<file path="src/rtl/wb_framer_pkg.sv">
// Shared constants and state encodings for the Wishbone byte framer.
//   CMD_SYNC_DEFAULT / RSP_SYNC_DEFAULT : default frame marker bytes
//   FRAME_BODY_BYTES                    : bytes following the marker in every frame
//   rx_state_e / tx_state_e             : parser and serializer state encodings
package wb_framer_pkg;

    localparam logic [7:0]  CMD_SYNC_DEFAULT = 8'hCD;
    localparam logic [7:0]  RSP_SYNC_DEFAULT = 8'hDC;
    localparam int unsigned FRAME_BODY_BYTES = 12;
    localparam int unsigned FRAME_BODY_BITS  = FRAME_BODY_BYTES * 8;
    localparam logic [3:0]  LAST_BODY_IDX    = 4'(FRAME_BODY_BYTES - 1);

    typedef enum logic [1:0] {
        RxSync,
        RxBody,
        RxIssue
    } rx_state_e;

    typedef enum logic [1:0] {
        TxIdle,
        TxMark,
        TxBody
    } tx_state_e;

endpackage

</file>
<file path="src/rtl/response_serializer.sv">
// Captures one master response and serializes it as a framed byte stream:
// marker byte, then status, address, data, each MSB first.
//   out_en/out_status/out_address/out_data : single-cycle response from the master
//   out_ready                              : high while idle (a response can be captured)
//   tx_byte/tx_valid/tx_ready              : byte stream to the host, valid/ready handshake
module response_serializer
    import wb_framer_pkg::*;
#(
    parameter logic [7:0] RSP_SYNC = RSP_SYNC_DEFAULT
) (
    input  logic        clk,
    input  logic        rst,
    input  logic        out_en,
    input  logic [31:0] out_status,
    input  logic [31:0] out_address,
    input  logic [31:0] out_data,
    output logic        out_ready,
    output logic [7:0]  tx_byte,
    output logic        tx_valid,
    input  logic        tx_ready
);

    tx_state_e                  state_q, state_d;
    logic [FRAME_BODY_BITS-1:0] rsp_q, rsp_d;
    logic [3:0]                 idx_q, idx_d;
    logic [7:0]                 byte_q, byte_d;
    logic [3:0]                 sel;
    logic [7:0]                 body_byte;
    logic                       take;

    assign tx_valid  = (state_q != TxIdle);
    assign out_ready = (state_q == TxIdle);
    assign tx_byte   = byte_q;
    assign take      = tx_valid & tx_ready;

    // Index of the byte to present after the current one is taken; clamped so the
    // part-select never leaves the capture register on the final byte.
    always_comb begin
        sel = 4'd0;
        if (state_q == TxBody && idx_q != LAST_BODY_IDX) begin
            sel = idx_q + 4'd1;
        end
    end

    assign body_byte = rsp_q[(FRAME_BODY_BYTES - 1 - int'(sel)) * 8 +: 8];

    always_comb begin
        state_d = state_q;
        rsp_d   = rsp_q;
        idx_d   = idx_q;
        byte_d  = byte_q;
        unique case (state_q)
            TxIdle: begin
                if (out_en) begin
                    rsp_d   = {out_status, out_address, out_data};
                    byte_d  = RSP_SYNC;
                    state_d = TxMark;
                end
            end
            TxMark: begin
                if (take) begin
                    idx_d   = 4'd0;
                    byte_d  = body_byte;
                    state_d = TxBody;
                end
            end
            TxBody: begin
                if (take) begin
                    if (idx_q == LAST_BODY_IDX) begin
                        idx_d   = 4'd0;
                        byte_d  = 8'h00;
                        state_d = TxIdle;
                    end else begin
                        idx_d  = idx_q + 4'd1;
                        byte_d = body_byte;
                    end
                end
            end
            default: state_d = TxIdle;
        endcase
    end

    always_ff @(posedge clk or posedge rst) begin
        if (rst) begin
            state_q <= TxIdle;
            rsp_q   <= '0;
            idx_q   <= '0;
            byte_q  <= '0;
        end else begin
            state_q <= state_d;
            rsp_q   <= rsp_d;
            idx_q   <= idx_d;
            byte_q  <= byte_d;
        end
    end

endmodule

</file>
<file path="src/rtl/wishbone_byte_framer.sv">
// Byte-stream front end for wishbone_master. Parses marker-led 12-byte command frames
// from the host link into a one-cycle command strobe, and serializes master responses
// back to the host through response_serializer.
//   rx_byte/rx_valid/rx_ready       : host command bytes, valid/ready handshake
//   master_ready/in_ready           : master can take a command / one-cycle command strobe
//   in_command/in_address/in_data   : last parsed command words, held until the next frame
//   out_en/out_*/out_ready          : master response capture
//   tx_byte/tx_valid/tx_ready       : response bytes to the host
//   frame_error                     : one-cycle pulse when a partial frame times out
module wishbone_byte_framer
    import wb_framer_pkg::*;
#(
    parameter int unsigned IDLE_TIMEOUT = 1000,
    parameter logic [7:0]  CMD_SYNC     = CMD_SYNC_DEFAULT,
    parameter logic [7:0]  RSP_SYNC     = RSP_SYNC_DEFAULT
) (
    input  logic        clk,
    input  logic        rst,
    input  logic [7:0]  rx_byte,
    input  logic        rx_valid,
    output logic        rx_ready,
    input  logic        master_ready,
    output logic        in_ready,
    output logic [31:0] in_command,
    output logic [31:0] in_address,
    output logic [31:0] in_data,
    input  logic        out_en,
    input  logic [31:0] out_status,
    input  logic [31:0] out_address,
    input  logic [31:0] out_data,
    output logic        out_ready,
    output logic [7:0]  tx_byte,
    output logic        tx_valid,
    input  logic        tx_ready,
    output logic        frame_error
);

    localparam logic [15:0] TIMEOUT_LAST = 16'(IDLE_TIMEOUT - 1);

    rx_state_e                  rx_state_q, rx_state_d;
    logic [3:0]                 count_q, count_d;
    logic [FRAME_BODY_BITS-1:0] shift_q, shift_d;
    logic [FRAME_BODY_BITS-1:0] words_q, words_d;
    logic [FRAME_BODY_BITS-1:0] shifted;
    logic [15:0]                idle_q, idle_d;
    logic                       accept;

    assign rx_ready   = (rx_state_q != RxIssue);
    assign accept     = rx_valid & rx_ready;
    assign shifted    = {shift_q[FRAME_BODY_BITS-9:0], rx_byte};
    assign in_command = words_q[95:64];
    assign in_address = words_q[63:32];
    assign in_data    = words_q[31:0];

    always_comb begin
        rx_state_d  = rx_state_q;
        count_d     = count_q;
        shift_d     = shift_q;
        words_d     = words_q;
        idle_d      = idle_q;
        in_ready    = 1'b0;
        frame_error = 1'b0;
        unique case (rx_state_q)
            RxSync: begin
                idle_d = '0;
                if (accept && rx_byte == CMD_SYNC) begin
                    count_d    = 4'd0;
                    rx_state_d = RxBody;
                end
            end
            RxBody: begin
                // An accepted byte beats a timeout landing on the same cycle.
                if (accept) begin
                    shift_d = shifted;
                    count_d = count_q + 4'd1;
                    idle_d  = '0;
                    if (count_q == LAST_BODY_IDX) begin
                        words_d    = shifted;
                        rx_state_d = RxIssue;
                    end
                end else if (idle_q == TIMEOUT_LAST) begin
                    frame_error = 1'b1;
                    idle_d      = '0;
                    rx_state_d  = RxSync;
                end else begin
                    idle_d = idle_q + 16'd1;
                end
            end
            RxIssue: begin
                idle_d = '0;
                if (master_ready) begin
                    in_ready   = 1'b1;
                    rx_state_d = RxSync;
                end
            end
            default: rx_state_d = RxSync;
        endcase
    end

    always_ff @(posedge clk or posedge rst) begin
        if (rst) begin
            rx_state_q <= RxSync;
            count_q    <= '0;
            shift_q    <= '0;
            words_q    <= '0;
            idle_q     <= '0;
        end else begin
            rx_state_q <= rx_state_d;
            count_q    <= count_d;
            shift_q    <= shift_d;
            words_q    <= words_d;
            idle_q     <= idle_d;
        end
    end

    response_serializer #(
        .RSP_SYNC (RSP_SYNC)
    ) u_response_serializer (
        .clk         (clk),
        .rst         (rst),
        .out_en      (out_en),
        .out_status  (out_status),
        .out_address (out_address),
        .out_data    (out_data),
        .out_ready   (out_ready),
        .tx_byte     (tx_byte),
        .tx_valid    (tx_valid),
        .tx_ready    (tx_ready)
    );

endmodule

</file>
<file path="config.mk">
export PLATFORM = sky130hd
export DESIGN_NAME = wishbone_byte_framer
export DESIGN_NICKNAME = d
export VERILOG_FILES = /design/src/rtl/wb_framer_pkg.sv /design/src/rtl/response_serializer.sv /design/src/rtl/wishbone_byte_framer.sv
export SDC_FILE = /design/constraint.sdc
export NUM_CORES = 1
export LEC_CHECK = 0
export CORE_MARGIN = 3
export CORE_UTILIZATION = 31
export DETAILED_ROUTE_END_ITERATION = 7
export MAX_ROUTING_LAYER = met4
export PLACE_DENSITY_LB_ADDON = 0.05
export REMOVE_ABC_BUFFERS = 1
export SLEW_MARGIN = 20
export SYNTH_ARGS = -nofsm -noshare
export SYNTH_HDL_FRONTEND = slang
export SYNTH_HIERARCHICAL = 1
export SYNTH_SLANG_ARGS = --single-unit
</file>
<file path="constraint.sdc">
create_clock -name clk -period 8.1 [get_ports clk]
set_input_delay 1.62 -clock clk [delete_from_list [all_inputs] [get_ports clk]]
set_output_delay 1.62 -clock clk [all_outputs]
set_load 0.01 [all_outputs]
</file>
Word level (Yosys, flattened, before mapping):

Cells that the tools add are included.

* logic and storage cells: 85
* register bits: 316
* input port bits: 110

* equal/unequal tests: 19
* mux-type cells: 32
* $add $sub $neg: 4
* shift operators: 1
* reductions and logical operators: 18
* bitwise gates (word level): 2

Operators with widths (count)
* variable part select 96 x 33 -> 8 bit: 1
* two-way mux 16 bit: 2
* two-way mux 8 bit: 4
* case mux 16 bit (2 select lines): 1
* two-way mux 4 bit: 6
* case mux 8 bit (3 select lines): 1
* two-way mux 2 bit: 9
* adder 16 x 1 -> 16 bit (second input constant): 1
* equality test 16 x 10 -> 1 bit (second input constant): 1
* case mux 4 bit (2 select lines): 2
* inequality test 2 bit (second input constant): 6
* case mux 2 bit (3 select lines): 2
* AND reduction 4 bit: 3
* AND reduction 3 bit: 3
* adder 4 x 1 -> 4 bit (second input constant): 2
* equality test 4 bit (second input constant): 2
* equality test 8 bit (second input constant): 1
* nonzero test 2 bit: 4
* inequality test 3 bit (second input constant): 2
* two-way mux 1 bit: 5
* subtractor 4 x 4 -> 5 bit (first input constant): 1
* equality test 2 x 1 -> 1 bit (second input constant): 2
* equality test 2 bit (second input constant): 2
* zero test 2 bit: 2
* 7 further kinds: 11

Logic depth before layout (Yosys ltp):

Gate-level depths: netlist (run 1).

* depth in word-level cells: 8
* gate-level depth with buffers: 12
* mapped depth without buffers: 10

Hierarchy:

The synthesis (run 1) kept the hierarchy.

Modules (own cells, without submodules)
* wishbone_byte_framer: sequential area each 5154.9 um^2, instances 1, cells each 722, area an instance 8152.8 um^2
* response_serializer: sequential area each 2752.6 um^2, instances 1, cells each 430, area an instance 5297.6 um^2

Worst setup path after synthesis (run 1):

OpenSTA, ideal clock, no wires.

* path kind: input -> output
* start point: input port rx_valid
* end point: output port frame_error
* required time: 6.480 ns
* arrival time: 1.963 ns
* stages: 2
* path buffers: 0
* setup slack: 4.517 ns
* path through: nand3b_1 -> nor2_1

* cells in the longest elaborated chain, start to end: 3

RTL lines
* start: declaration: line wishbone_byte_framer.sv:20 `input logic rx_valid,`
* bitwise AND 1 bit: line wishbone_byte_framer.sv:49 `assign accept = rx_valid & rx_ready;`
* two-way mux 1 bit: line wishbone_byte_framer.sv:73 `if (accept) begin`
* two-way mux 1 bit: line wishbone_byte_framer.sv:63 `unique case (rx_state_q)`
* end: declaration: line wishbone_byte_framer.sv:35 `output logic frame_error`

Every way passes these cells.

Worst setup path after layout (run 1):

Same ends and word-level chain as after synthesis.

==> impl_metrics.py, run 1 <==
metrics = {
    "route": {
        "drt-total-wl_um": 35400,
        "vias": 9173,
        "antenna_left": 0,
        "drt-initial-drc-count": 538,
        "drc_errors": 0,
        "viasPerCell": 4.68,
        "drtPass1Iterations": 5,
        "wl_per_cell_um": 18.0,
    },
    "cells_and_area": {
        "area_delta_synth_final_pct": 29.7,
        "layout-drive-gt1-share": 0.210,
        "fin_area_um2": 17500,
        "post-route-util": 0.411,
        "diodes": 0,
        "fin_nets": 1475,
    },
    "power_and_ir_drop": {
        "clkPwrFrac": 0.340,
        "powerDensity_nw_per_um2": 283,
        "power_frac_comb": 0.237,
        "power_frac_seq": 0.423,
        "switchingPower_uw": 1430,
        "ir_drop_mv": 0.136,
        "p_leak_uw": 0.00799,
        "p_sw_frac": 0.289,
        "power.internal_uw": 3520,
    },
    "clocking": {
        "cts_tree": "done",
        "cts_max_path_buffers": 3,
        "cts_max_level": 2,
        "post_cts_resized": 0,
        "cts_root_buf": "clkbuf_16",
        "clk_pin_slew_worst_paths_ns": 0.06,
        "cts_hold_buf": 0,
        "clkLatencyLatePin_ns": 0.54,
        "clock_sinks": 316,
        "numCtsBuffers": 38,
        "cts_setup_buffers": 0,
    },
    "hold_path": {
        "min_path_cells": 2,
        "hp-class": "flip-flop to flip-flop",
        "min_to": "shift_q[83]",
        "hp-start": "shift_q[83]",
    },
    "run_status": {
        "outcome": "finished, final reports clean",
    },
    "synth": {
        "syn_avg_cell_area_um2": 11.7,
        "synthCells": 1152,
        "ys_async_sr_fraction": 1.00,
        "syn-cell-area_um2": 13500,
        "yosys_warnings": 6,
        "synthFlopType": "dfrtp_1",
        "synth_top_area_share": 0.588,
        "ys_ff_latch": 316,
        "synth_edf_count": 0,
        "yosysTopAreaCell": "dfrtp_1",
        "ys_seq_area_frac": 0.588,
        "ys_top_cells_by_area": "dfrtp_1 (59%), mux2_2 (17%), nand2_1 (8.3%)",
        "ys_types": 65,
    },
    "global_routing": {
        "grt_use_total": 0.160,
        "first_global_vias": 9763,
        "grt_max_degree": 132,
        "grt_first_pass_wirelength_um": 57200,
        "grt-ovfl-total": 0,
        "grt_antenna_before_repair": 0,
    },
    "placement": {
        "numPortBuffers": 218,
        "dp_hpwl_um": 22400,
        "gp_congestion": 0.769,
        "place_area_um2": 16200,
    },
    "timing": {
        "hold_violations": 0,
        "tns_ns": 0,
        "rsz0062_at_grt": "false",
        "timing.fmax_ghz": 0.212,
        "period_share": 0.582,
        "slew_viol_final": 0,
        "fin_crit_ns": 4.71,
        "worst_pin_slew_ns": 0.991,
        "skew_ns": 0.00930,
        "relSlewSlack": 0.339,
        "finalSetupViolCount": 0,
    },
    "floorplanning": {
        "io_pins": 219,
        "fp-row-count": 75,
        "coreArea_um2": 42400,
        "die_x_um": 214,
        "die-area_um2": 45900,
        "die_h_um": 214,
        "start_util": 0.317,
    },
    "setup_path": {
        "max_stage_delay_ns": 0.59,
        "crit_arrival_ns": 3.09,
        "timing.rr.start": "u_response_serializer/state_q[0]",
        "r2r_end": "u_response_serializer/tx_byte[2]",
        "path_class": "primary input to primary output",
        "r2r_cells": 10,
        "crit_top_cell": "clkdlybuf4s50_1",
        "path_max_fanout": 7,
        "crit_path_cell_trace": "clkdlybuf4s50_1 > nand3b_1 > nor2_1 > clkdlybuf4s50_1",
        "startpoint": "rx_valid",
        "startpoint_type": "primary input",
        "worstPathRequired_ns": 6.48,
        "endpoint_kind": "primary output",
        "reg2reg_slack_ns": 4.97,
        "critical_path.slowest_cell": "clkdlybuf4s50_1",
    },
    "flow_run": {
        "maxCapViolCount": 0,
    },
}
[layout by cell type, fill, tap and decap left out, drive strengths merged, types with 4 or more instances in the layout]
cell	instances
mux2	200
a2111oi	4
a41oi	4
dfrtp	316
nor3	9
buf	13
a21oi	15
nor2	16
o41ai	6
o22ai	4
and2	5
nand3b	9
nor4	6
and3	7
clkdlybuf4s50	218
a31oi	27
a32o	4
a211oi	5
inv	22
nand2	298
nor2b	5
o21ai	21
mux2i	9
o211ai	6
nand2b	5
clkinv	5
nand4	5
ha	8
nand3	29
clkbuf	61
[power groups by stage]
stage               clock [uW]  combinational, uW  sequential [uW]
floorplan                    0                821             2070
global placement             0               1180             2110
detailed placement           0               1190             2120
CTS                       1760               1190             2090
global route              1820               1310             2140
finish                    1680               1170             2090
[cells by family after synthesis]
group / count (synthesis) / share of synthesized area
flops: 316 / 0.588
xor+xnor: 2 / 0.00130
fa+ha+maj: 8 / 0.00744
simple gates: 409 / 0.135
buf+inv: 88 / 0.0290
mux: 212 / 0.179
compound gates: 117 / 0.0600
[registers in the layout, summed over array words and instances (netlist names)]
register and cells:
u_response_serializer/rsp_q 96, words_q 96, shift_q 88, idle_q 16, u_response_serializer/tx_byte 8, count_q 4
u_response_serializer/idx_q 4, rx_state_q 2, u_response_serializer/state_q 2
[worst max-delay path: cells and delay by family]
| family | cells | cell delay, ns |
|---|---|---|
| buffers and inverters | 2 | 1.11 |
| AND/OR/NAND/NOR | 2 | 0.37 |
[synth_stat cells (all sizes together) (2+ instances only)]
library cell	number
a41oi	4
a21oi	15
dfrtp	316
nor3	9
a221oi	2
and4	2
inv	22
a31o	3
nand2	298
and3b	2
nand3	29
nor3b	2
and3	7
nand4	5
o211ai	6
nor4b	2
nor2b	5
xor2	2
clkbuf	30
nand2b	5
nand3b	9
o31ai	2
or4	2
buf	36
and2	5
a2111oi	4
o32ai	3
o41ai	6
o22ai	4
o21ai	21
mux4	3
a211oi	5
ha	8
nor4	6
nor2	16
a22o	3
mux2	200
a32o	4
a31oi	27
mux2i	9
[worst max-delay path by stage]
stage          cells after the start           to  slack, ns
6_report                           4  frame_error       3.39
4_1_cts                            4  frame_error       3.36
2_1_floorplan                      1   count_q[0]       0.86
3_3_place_gp                       4  frame_error       3.38
3_5_place_dp                       4  frame_error       3.37
5_1_grt                            4  frame_error       3.27
[area by class of cell]
class	instances	area (um2)
fill	4152	25000
sequential	316	7910
multi-input combinational	748	5180
timing repair buffer	231	2320
clock buffer	61	1180
tap	577	722
inverter	22	92.6
clock inverter	6	55.1
[per-layer routing]
metal	global-route usage	up-vias	part of all wire
met5	-	-	0
met3	0.0283	48	0.040
li1	-	4410	-
met1	0.228	4527	0.49
met2	0.236	188	0.45
met4	0.0419	0	0.018
[per-stage QoR]
| step | cells | hold WS, ns | total power (uW) | setup slack (ns) |
|---|---|---|---|---|
| floorplan | 1086 | 0.440 | 2900 | 0.856 |
| global placement | 1893 | 0.455 | 3290 | 3.38 |
| detailed placement | 1893 | 0.459 | 3310 | 3.37 |
| CTS | 1960 | 0.474 | 5040 | 3.36 |
| global route | 1961 | 0.498 | 5270 | 3.27 |
| finish | 1961 | 0.468 | 4950 | 3.39 |
Note: power is estimated with default switching activity, not from simulation.
==> run 2: changes to the inputs <==
==> constraint.sdc (replaced) <==
create_clock -name clk -period 4.65 [get_ports clk]
set_input_delay 0.93 -clock clk [delete_from_list [all_inputs] [get_ports clk]]
set_output_delay 0.93 -clock clk [all_outputs]
set_load 0.01 [all_outputs]
==> impl_metrics.py, run 2 (synthesis results as in run 1) <==
metrics = {
    "cells_and_area": {
        "most-common-layout-cells": "dfrtp_1 (316), nand2_1 (294), clkdlybuf4s50_1 (218)",
        "area_delta_synth_final_pct": 29.6,
        "layout-drive-gt1-share": 0.214,
        "diodes": 0,
        "layout_commonest_cell": "dfrtp_1",
        "fin_nets": 1488,
        "largest_registers": "u_response_serializer/rsp_q: 96 flops, words_q: 96 flops, shift_q: 88 flops",
        "fin_area_um2": 17400,
        "final_cell_count_no_fill": 1970,
        "nFillCells": 4092,
    },
    "global_routing": {
        "grt_antenna_before_repair": 0,
        "first_global_vias": 9620,
        "grt-ovfl-total": 0,
        "grt_use_total": 0.161,
        "grt_first_pass_wirelength_um": 57600,
        "grt_max_degree": 129,
    },
    "floorplanning": {
        "fp-row-count": 75,
        "die-area_um2": 45900,
        "die_h_um": 214,
        "die_x_um": 214,
        "start_util": 0.317,
        "coreArea_um2": 42400,
        "io_pins": 219,
    },
    "hold_path": {
        "min_path_cells": 2,
        "min_to": "shift_q[82]",
        "hp-start": "shift_q[82]",
        "hp-class": "flip-flop to flip-flop",
    },
    "route": {
        "drt-initial-drc-count": 579,
        "wl_per_cell_um": 18.2,
        "vias": 9397,
        "drc_errors": 0,
        "antenna_left": 0,
        "drtPass1Iterations": 5,
        "drt-total-wl_um": 35800,
        "viasPerCell": 4.77,
    },
    "placement": {
        "dp.cells": 1907,
        "place_area_um2": 16300,
        "dp_hpwl_um": 23900,
        "preCtsSetupSlack_ns": 1.26,
        "gp_congestion": 0.775,
        "numPortBuffers": 218,
    },
    "setup_path": {
        "path_max_fanout": 6,
        "worstPathRequired_ns": 3.72,
        "timing.rr.start": "u_response_serializer/idx_q[0]",
        "endpoint_kind": "primary output",
        "r2r_end": "u_response_serializer/tx_byte[7]",
        "r2r_cells": 8,
        "reg2reg_slack_ns": 1.35,
        "crit_arrival_ns": 2.45,
        "path_class": "flip-flop to primary output",
        "startpoint_type": "flip-flop",
    },
    "run_status": {
        "outcome": "finished, final reports clean",
    },
    "timing": {
        "rsz0062_at_grt": "false",
        "hold_ws_ns": 0.470,
        "relSlewSlack": 0.300,
        "period_share": 0.727,
        "fin_crit_ns": 3.38,
        "finalSetupViolCount": 0,
        "final.setup.worst_slack_ns": 1.27,
        "slew_viol_final": 0,
        "skew_ns": 0.0169,
        "timing.fmax_ghz": 0.296,
        "hold_violations": 0,
        "worst_pin_slew_ns": 1.05,
    },
    "power_and_ir_drop": {
        "p_leak_uw": 0.00799,
        "powerDensity_nw_per_um2": 484,
        "ir_drop_mv": 0.199,
        "power.total_uw": 8430,
    },
    "clocking": {
        "numCtsBuffers": 38,
        "cts_hold_buf": 0,
        "cts_root_buf": "clkbuf_16",
        "clkLatencyLatePin_ns": 0.55,
        "clock_sinks": 316,
        "clk_pin_slew_worst_paths_ns": 0.06,
        "cts_max_level": 2,
        "post_cts_resized": 0,
        "cts_max_path_buffers": 3,
        "cts_tree": "done",
        "cts_setup_buffers": 0,
    },
    "flow_run": {
        "maxCapViolCount": 0,
    },
}
[run 2: worst max path at each step]
stage                    start           to  slack [ns]  cells past startpoint
global placement      rx_valid  words_q[95]        1.23                      6
CTS                 idle_q[13]  frame_error        1.29                      4
global route        idle_q[12]  frame_error        1.08                      4
finish              idle_q[12]  frame_error        1.27                      4
floorplan                  rst   count_q[0]       -1.90                      1
detailed placement    rx_valid  words_q[79]        1.26                      6
[run 2: layout make-up]
| cell class | instances | area [um2] | share of cell area |
|---|---|---|---|
| Sequential cell | 316 | 7910 | 0.454 |
| Multi-Input combinational cell | 748 | 5180 | 0.297 |
| Timing Repair Buffer | 244 | 2410 | 0.139 |
| Clock buffer | 55 | 1050 | 0.0605 |
| Tap cell | 577 | 722 | 0.0414 |
| Inverter | 22 | 92.6 | 0.00531 |
| Clock inverter | 8 | 63.8 | 0.00366 |
[run 2: worst max-delay path, cell delays in order, from the launching register on]
cell and delay, ns:
dfrtp_1 0.43, nor4_1 0.51, nand4_1 0.26, nor2_1 0.16, clkdlybuf4s50_1 0.55
[run 2: through the flow]
stage                util  TNS (ns)
global placement    0.385         0
floorplan               -   -496.17
detailed placement  0.385         0
global route        0.411         0
CTS                 0.411         0
finish              0.411         0
[run 2: power breakdown]
| part | total, uW | internal [uW] | switching (uW) |
|---|---|---|---|
| Combinational | 2050 | 1020 | 1030 |
| Sequential | 3660 | 3330 | 334 |
| Clock | 2720 | 1570 | 1150 |
[run 2: per-layer routing]
metal	global-route usage	routed length (um)	up-vias
met5	-	0	-
met4	0.0470	692	0
met3	0.0298	1570	42
met2	0.237	16100	206
met1	0.228	17500	4696
li1	-	-	4453
==> RTL edit (settings of run 2) <==
Encoding of `rx_state_e`: now one-hot (3 bits for 3 states).
--- a/src/rtl/wb_framer_pkg.sv
+++ b/src/rtl/wb_framer_pkg.sv
@@ -10,10 +10,10 @@
     localparam int unsigned FRAME_BODY_BITS  = FRAME_BODY_BYTES * 8;
     localparam logic [3:0]  LAST_BODY_IDX    = 4'(FRAME_BODY_BYTES - 1);
 
-    typedef enum logic [1:0] {
-        RxSync,
-        RxBody,
-        RxIssue
+    typedef enum logic [2:0] {
+        RxSync  = 3'b001,
+        RxBody  = 3'b010,
+        RxIssue = 3'b100
     } rx_state_e;
 
     typedef enum logic [1:0] {
Function: same outputs for any inputs over 4 cycles, from zero or initial values and one cycle with rst high; so few cycles prove little.
==> RTL edit against run 2 <==
  * Sequential share of layout area down 0.44 points
  * Cell area up 1.3%
  * Wire length down 2.1%
  * Total power down 0.23%
  * Setup slack better by 15 ps
  * Die area up 0.79%
  * Combinational power down 7%
  * Clock skew down 3.2 ps
  * Maximum frequency up 0.44%
  * Area after synthesis up 0.81%
  * Worst hold slack better by 12 ps
  * Sequential cell count up 1
  * Non-clock buffer count down 7
  * Clock power up 9.9%
  * Critical endpoint unchanged
  * Largest cell class unchanged
  * Highest routed layer unchanged
==> RTL edit: results (changes against run 2) <==
metric;value;unit;change
status;finished, final reports clean;;
ys_top_cells_by_count;dfrtp_1 (316), mux2_2 (259), nand3_1 (40);;
gp_congestion;0.778;;+0.34%
regArea;0.00793;sq mm;+0.33%
cts_made_buffers;39;;+2.6%
synthCells;985;;-14%
grt_max_degree;90;;-30%
holdPathEnd;words_q[54];;
yosysSeqAreaShare;58.5;%;-0.28 points
nClkBuffers;62;;+13%
peakVddDrop;0.270;mV;+35%
grt_pass1_vias;9193;;-4.4%
vias;8696;;-7.5%
p_clk;2.99;mW;+9.9%
num-fill-cells;4068;;-0.59%
swShare;28.1;%;-1.7 points
seq_cell_count;317;;+0.32%
rrSetupSlack;1460;ps;+110 ps
nonClkBufAreaFrac;13.6;%;-0.27 points
n_all_buffers;237;;-2.9%
synth.area.top_cells;dfrtp_1 (58%), mux2_2 (22%), mux2_1 (2.4%), nand3_1 (1.5%), buf_2 (1.2%);;
tightest_slew;1050;ps;+3.56 ps
pre_cts_slack;1310;ps;+49.6 ps
critical_path.reg2reg.startpoint;u_response_serializer/state_q[0];;
p_leak;7.85;nW;-1.8%
seq_power_share;41.8;%;-1.6 points
synthToLayoutAreaGrowth;30.3;%;
num-multi-input-gates;584;;-22%
synth_cell_types;67;;+3.1%
fin_worst_skew;13.7;ps;-3.19 ps
multiInputGateArea;0.00524;sq mm;+1.1%
min_from;words_q[54];;
critPathMaxStageDelay;580;ps;+30 ps
crit_fanout;10;;+4
wirelength;35.1;mm;-2.1%
rr_endpoint;u_response_serializer/tx_byte[4];;
grt_pass1_wl;55.7;mm;-3.3%
vias_per_cell;4.82;;+0.94%
hold_depth;1;;-1
cp_slowest_cell;or3b_1;;
final.period_utilization;72.3;%;-0.32 points
drive_gt1_share;28.8;%;+7.4 points
nets;1319;;-11%
cp-startpoint;rx_state_q[2];;
detail_route.first_pass.iterations;4;;-1
==> RTL edit: changes by cell type after synthesis, sizes merged, moves of 4 or more <==
cell	run 2	this run
a31oi	27	21
buf	36	49
clkbuf	30	13
mux2	200	288
nand2	298	30
nand3	29	40
nand3b	9	3
nand4	5	9
nor4	6	2
o31ai	2	7
==> RTL edit: routing by layer <==
metal | track usage (%) | vias up | routed length, um
met2 | 23.2 | 168 | 15900
met1 | 21.9 | 4417 | 16600
met4 | 4.34 | 0 | 622
li1 | - | 4065 | -
met3 | 3.66 | 46 | 1910
met5 | - | - | 0
==> RTL edit: logic make-up (layout without fill, tap and decap cells) <==
family,Yosys count,after routing,share of synthesized area [%]
AOI/OAI and AO/OA,126,126,6.45
xor gates and xnor gates,1,1,0.0646
adders and majority gates,8,8,0.738
buffers and inverters,84,328,3.05
DFF,317,317,58.5
muxes,299,299,25.0
and+or+nand+nor,150,150,6.18
